File: config.mk
export PLATFORM = sky130hd
export DESIGN_NAME = freq_div_prog
export DESIGN_NICKNAME = d
export VERILOG_FILES = /design/src/rtl/freq_div_pkg.sv /design/src/rtl/freq_div_prog.sv
export SDC_FILE = /design/constraint.sdc
export NUM_CORES = 1
export LEC_CHECK = 0
export ABC_AREA = 1
export BUFFER_PORTS_ARGS = -buffer_cell sky130_fd_sc_hd__buf_2
export CAP_MARGIN = 10
export CELL_PAD_IN_SITES_DETAIL_PLACEMENT = 0
export CELL_PAD_IN_SITES_GLOBAL_PLACEMENT = 1
export CORE_ASPECT_RATIO = 0.7
export CORE_MARGIN = 4
export CORE_UTILIZATION = 40
export CTS_CLUSTER_DIAMETER = 150
export DETAILED_ROUTE_END_ITERATION = 8
export HOLD_SLACK_MARGIN = 0.05
export MAX_ROUTING_LAYER = met4
export PLACE_DENSITY = 0.76
export SLEW_MARGIN = 20
export SYNTH_ARGS = -nofsm -noshare
export SYNTH_HDL_FRONTEND = slang
export SYNTH_SLANG_ARGS = --single-unit
File: constraint.sdc
create_clock -name clk -period 2.2 [get_ports clk]
set_input_delay 0.66 -clock clk [delete_from_list [all_inputs] [get_ports clk]]
set_output_delay 0.66 -clock clk [all_outputs]
set_load 0.03 [all_outputs]
File: src/rtl/freq_div_pkg.sv
// Shared constants for the programmable frequency divider and the logic that uses it.
// Divisor values assume the 100 MHz board clock and a toggle-mode (50% duty) output.
package freq_div_pkg;

  localparam int FD_CNT_W       = 27;
  localparam int FD_DEFAULT_DIV = 50000000;

  typedef enum logic {
    MODE_TOGGLE = 1'b0,
    MODE_PULSE  = 1'b1
  } mode_e;

  // Half-period is div+1 cycles, so a full toggle period is 2*(div+1) cycles.
  localparam logic [FD_CNT_W-1:0] DIV_1HZ   = FD_CNT_W'(49999999);
  localparam logic [FD_CNT_W-1:0] DIV_100HZ = FD_CNT_W'(499999);

endpackage

File: src/rtl/freq_div_prog.sv
// Runtime-programmable clock divider: 50% divided clock or one-cycle pulse per terminal count.
// New divisors wait in a shadow register and are applied only at a terminal count.
module freq_div_prog
  import freq_div_pkg::*;
#(
  parameter int CNT_W       = FD_CNT_W,
  parameter int DEFAULT_DIV = FD_DEFAULT_DIV
) (
  input  logic             clk,
  input  logic             rst_n,
  input  logic             en,
  input  logic             clr,
  input  logic             mode,
  input  logic [CNT_W-1:0] div_val,
  input  logic             div_load,
  output logic             clk_out,
  output logic             tick,
  output logic             div_ack,
  output logic             pend
);

  localparam logic [CNT_W-1:0] DIV_RST = CNT_W'(DEFAULT_DIV);

  logic [CNT_W-1:0] cnt;
  logic [CNT_W-1:0] div_active;
  logic [CNT_W-1:0] div_shadow;
  logic             tc;
  logic             pulse;

  // >= rather than == so a counter left above a freshly shrunk divisor still terminates.
  assign tc    = en & (cnt >= div_active);
  assign pulse = (mode == MODE_PULSE);

  always_ff @(posedge clk or negedge rst_n) begin
    if (!rst_n) begin
      cnt        <= '0;
      clk_out    <= 1'b0;
      tick       <= 1'b0;
      div_ack    <= 1'b0;
      pend       <= 1'b0;
      div_active <= DIV_RST;
      div_shadow <= DIV_RST;
    end else begin
      if (clr) begin
        cnt     <= '0;
        clk_out <= 1'b0;
        tick    <= 1'b0;
        div_ack <= 1'b0;
      end else if (!en) begin
        tick    <= 1'b0;
        div_ack <= 1'b0;
      end else if (tc) begin
        cnt     <= '0;
        tick    <= 1'b1;
        clk_out <= pulse ? 1'b1 : ~clk_out;
        if (pend) begin
          div_active <= div_shadow;
          pend       <= 1'b0;
          div_ack    <= 1'b1;
        end else begin
          div_ack <= 1'b0;
        end
      end else begin
        cnt     <= cnt + CNT_W'(1);
        tick    <= 1'b0;
        div_ack <= 1'b0;
        if (pulse) clk_out <= 1'b0;
      end

      // Placed last so a load coinciding with an applying TC leaves pend set for the new value.
      if (div_load) begin
        div_shadow <= div_val;
        pend       <= 1'b1;
      end
    end
  end

endmodule

======== Yosys cells after proc, flatten, opt, wreduce, memory -nomap -nowiden ========
Index checks and enable logic that the tools add are counted.
word-level totals
  bits in registers ....................... 85
  bits in writable memories ............... 0
  bits in latches ......................... 0
  input port bits ......................... 33
  output and inout bits ................... 4
  bits in read-only memories .............. 0
  memories ................................ 0
cells by class
  eq/ne operators ......................... 1
  div/mod/pow operators ................... 0
  multiplexer cells ....................... 19
  multipliers ............................. 0
  bitwise logic cells ..................... 3
  add/subtract/negate cells ............... 1
  shift-type cells ........................ 0
  order comparisons ....................... 1
  reduce and logical (&&, ||, !) cells .... 7
operators by type and width
  operator                                                count
  two-way mux 27 bit                                      3
  adder 27 x 1 -> 27 bit (second input constant)          1
  greater-or-equal comparator 27 bit                      1
  two-way mux 1 bit                                       16
  nonzero test 2 bit                                      3
  AND reduction 4 bit                                     1
  AND reduction 3 bit                                     1
  nonzero test 3 bit                                      1
  inequality test 2 x 1 -> 1 bit (second input constant)  1
  inverter 1 bit                                          2
  AND reduction 2 bit                                     1
  AND 1 bit                                               1

======== Logic depth before layout (Yosys ltp) ========
  depth in word-level cells ............... 6
  depth in mapped cells ................... 15
  depth with buffers taken out ............ 14

======== Worst setup path before layout ========
No wires, ideal clock.
  path kind ............................... register to register
  from .................................... register div_active[22]
  to ...................................... register clk_out
  path buffers ............................ 1
  required time ........................... 2.082 ns
  setup slack ............................. 0.287 ns
  cell stages (with the launch flop) ...... 16
  setup time .............................. 0.118 ns
  arrival ................................. 1.795 ns
  cell sequence ........................... dfstp_2 > inv_1 > ha_1 > nand2_1 > inv_1 > nand2_1 > nand2_1 > a21oi_2 > nand2_1 > nor2_4 > nand2_4 > buf_4 > nand2_1 > inv_2 > nand2_1 > nand2_1
on the way
  word-level cells in the longest chain between the ends .. 5
ends and longest elaborated chain
  item                                  line                 text
  from (decl)                           freq_div_prog.sv:25  logic [CNT_W-1:0] div_active;
  from (signal assigned)                freq_div_prog.sv:57  div_active <= div_shadow;
  greater-or-equal comparator 27 bit *  freq_div_prog.sv:31  assign tc = en & (cnt >= div_active);
  AND 1 bit *                           freq_div_prog.sv:31
  two-way mux 1 bit                     freq_div_prog.sv:52  end else if (tc) begin
  two-way mux 1 bit                     freq_div_prog.sv:49  end else if (!en) begin
  two-way mux 1 bit                     freq_div_prog.sv:44  if (clr) begin
  to (signal assigned)                  freq_div_prog.sv:55  clk_out <= pulse ? 1'b1 : ~clk_out;
  to (decl)                             freq_div_prog.sv:16  output logic clk_out,
Every way passes the cells marked *; elsewhere a longest branch is shown, timed or not. The select of a mux whose other input is x is not followed.
A chain may end at the register's enable or synchronous reset.

======== Worst setup path after layout ========
  from .................................... register div_active[22]
  to ...................................... register div_active[1]
on the way
  word-level cells in the longest chain between the ends .. 3
ends and longest elaborated chain
  item                                line
  greater-or-equal comparator 27 bit  freq_div_prog.sv:31
  AND 1 bit                           freq_div_prog.sv:31
  AND reduction 4 bit (no line)       --
Every way passes these cells.

==> results.cfg <==
[timing]
fmax_ghz = 0.477
tightest_slew_ns = 0.500
finalHoldViolCount = 0
finalCriticalPeriod_ns = 2.10
relSlewSlack_pct = 66.4
setup_slack_ns = 0.102
hold_slack_ns = 0.155
setup_viol = 0
rsz0062_at_grt = true
post-route-period-util_pct = 95.4
skew_ns = 0.0107
maxSlewViolCount = 0

[die]
initial_core_util_pct = 41.2
die_h_um = 100
pin_count = 37
dieWidth_um = 140
coreArea_um2 = 11800
rows = 33
die_area_um2 = 14000

[worst_setup_path]
reg2reg_to = div_active[1]
endpoint_kind = flip-flop
worst_setup_path_start_kind = flip-flop
critPathKind = flip-flop to flip-flop
r2r_slack_ns = 0.10
crit_required_ns = 2.49
critPathMaxFanout = 7
rr_worst_depth = 14
critPathArrivalTime_ns = 2.38
worstReg2RegStart = div_active[22]

[final_layout]
fin_nets = 766
drive_above_1_share_pct = 26.9
nFillCells = 1177
final_area_um2 = 6140
antennaDiodeCount = 0
area_growth_pct = 26.2

[clock_tree]
clk_pin_slew_ns = 0.07
cts.sinks = 85
root_buffer = clkbuf_16
clock_path_buffers = 2
cts_tree = built
insertion_delay_ns = 0.35
cts_buffers = 9
h-tree-depth = 3

[grt]
busiest_layer = met1
antenna_found_initial = 0
grt_overflow = 0
grt_util_all_layers_pct = 19.4
met3_usage_pct = 4.67
groute.layer.met1.usage_pct = 28.1
grt_pass1_wl_mm = 20.9
gr-usage-met2_pct = 27.7
grt_start_max_net_pins = 47
grt_pass1_vias = 4068

[run_status]
outcome = complete, no violations

[synthesis]
mappedNetlistArea_um2 = 4870
netlist_top_cells_count = nand2_1 (265), inv_1 (63), dfrtp_1 (61)
ys_ff_latch = 85
syn_inst = 637
yosysMostFrequentCell = nand2_1
synthArstFlopShare_pct = 100
ys.flop_type = dfrtp_1
synth_top_area_share_pct = 31.4
synth_cell_types = 32
yosys-top-cells-area = dfrtp_1 (31%), nand2_1 (20%), dfstp_2 (13%), ha_1 (7.2%), nand4_1 (5.4%)
synth_edf_count = 0
yosysWarnings = 0
yosysTopAreaCell = dfrtp_1
syn_nets = 698
ys_seq_area_share_pct = 44.3
avgSynthCellArea_um2 = 7.64

[power_and_ir_drop]
peakVddDrop_uv = 423
swShare_pct = 34.5
power_density_nw_per_um2 = 847
p_switching_mw = 1.79
p_int_mw = 3.40
power.share.combinational_pct = 30.6
p_leak_nw = 2.99
power.total_mw = 5.20
seqPwrFrac_pct = 38.7
pwr-share-clk_pct = 30.7

[placed_design]
gp_congestion = 0.898
dpl-instance-area_um2 = 5380
dpl_worst_slack_ns = -0.0463
hpwlAfterDp_mm = 9.36
numPortBuffers = 36

[route]
drc = 0
num_vias = 4330
dr.pass1.iters = 5
ant_nets = 0
wl_per_cell_um = 15.1
via_per_inst = 4.99
first_iter_violations = 355
totalWireLength_mm = 13.0

[worst_hold_path]
hold_path.class = input port to asynchronous set/reset pin

[run]
drv_cap = 0
## what timing repair did
action	CTS	global route
buffers inserted	0	12
resized for setup	2	71
hold buffers	0	0
endpoints found under the setup margin	20	51
pin swaps	0	24
cloned	1	2
## power groups by stage
stage          registers [mW]  logic, mW  clock network (mW)
2_1_floorplan            1.98      0.807                   0
3_3_place_gp             2.01       1.12                   0
3_5_place_dp             2.01       1.16                   0
4_1_cts                  1.99       1.17                1.63
5_1_grt                  2.03       1.79                1.69
6_report                 2.01       1.59                1.60
## per-layer routing
metal  part of all wire, %  routed length (µm)
met1                    49                6410
met2                    43                5600
met3                   6.8                 885
met4                   1.1                 149
met5                     0                   0
## sequential cells by signal, summed over array words and instances, names as in the netlist
| name | flops |
|---|---|
| clk_out | 1 |
| div_active | 27 |
| cnt | 27 |
| div_ack | 1 |
| tick | 1 |
| div_shadow | 27 |
| pend | 1 |
## area by class of cell
type / count / area, µm² / area share (%)
multi-input combinational: 465 / 2690 / 43.7
clock buffer: 9 / 225 / 3.67
clock inverter: 7 / 82.6 / 1.35
timing repair buffer: 74 / 524 / 8.54
sequential: 85 / 2160 / 35.2
tap: 157 / 196 / 3.20
inverter: 70 / 265 / 4.32
## metrics by stage
stage | util, % | TNS, ns | instances
5_1_grt | 52.0 | -0.161 | 867
2_1_floorplan | - | 0 | 637
4_1_cts | 48.3 | 0 | 853
6_report | 52.0 | 0 | 867
3_5_place_dp | 45.5 | -0.544 | 836
3_3_place_gp | 45.5 | 0 | 836
## worst max path at each step
| stage | depth (start not counted) | from | slack (ns) | to |
|---|---|---|---|---|
| after floorplan | 15 | div_active[22] | 0.29 | clk_out |
| after global placement | 11 | div_active[23] | 0.03 | div_active[3] |
| after detailed placement | 13 | div_active[23] | -0.05 | div_active[10] |
| after CTS | 13 | div_active[23] | 0.03 | div_active[1] |
| after global routing | 14 | div_active[22] | -0.03 | div_active[7] |
| final | 14 | div_active[22] | 0.10 | div_active[1] |
## cell families after synthesis
kind of cell | after synthesis | share of synthesized area (%)
buffers and inverters | 90 | 7.43
adder cells (fa/ha/maj) | 28 | 7.20
AO/OA/AOI/OAI | 33 | 3.52
XOR/XNOR | 18 | 3.24
flip-flops | 85 | 44.3
AND/OR/NAND/NOR | 383 | 34.3
## layout by cell type (no fill, tap or decap), types with 12 or more instances in the layout
master	n
nor2_1	31
inv_2	16
buf_2	35
ha_4	12
nand3_1	14
o21ai_1	21
buf_4	32
inv_1	53
dfstp_2	24
nand2_2	19
ha_1	16
nand2_1	245
nand4_1	42
dfrtp_1	59
## critical path, cell delays in order, from the launching register on
cell     delay (ns)
dfstp_2        0.55
inv_2          0.04
ha_4           0.22
nand2_4        0.11
inv_2          0.03
nand2_1        0.06
nand2_2        0.06
a21oi_4        0.18
nand2_2        0.09
nor2_4         0.18
nand2_8        0.09
buf_6          0.14
nand3_4        0.14
nand2_1        0.07
nand2_1        0.08
No activity file was read; power rests on OpenSTA's default activity.
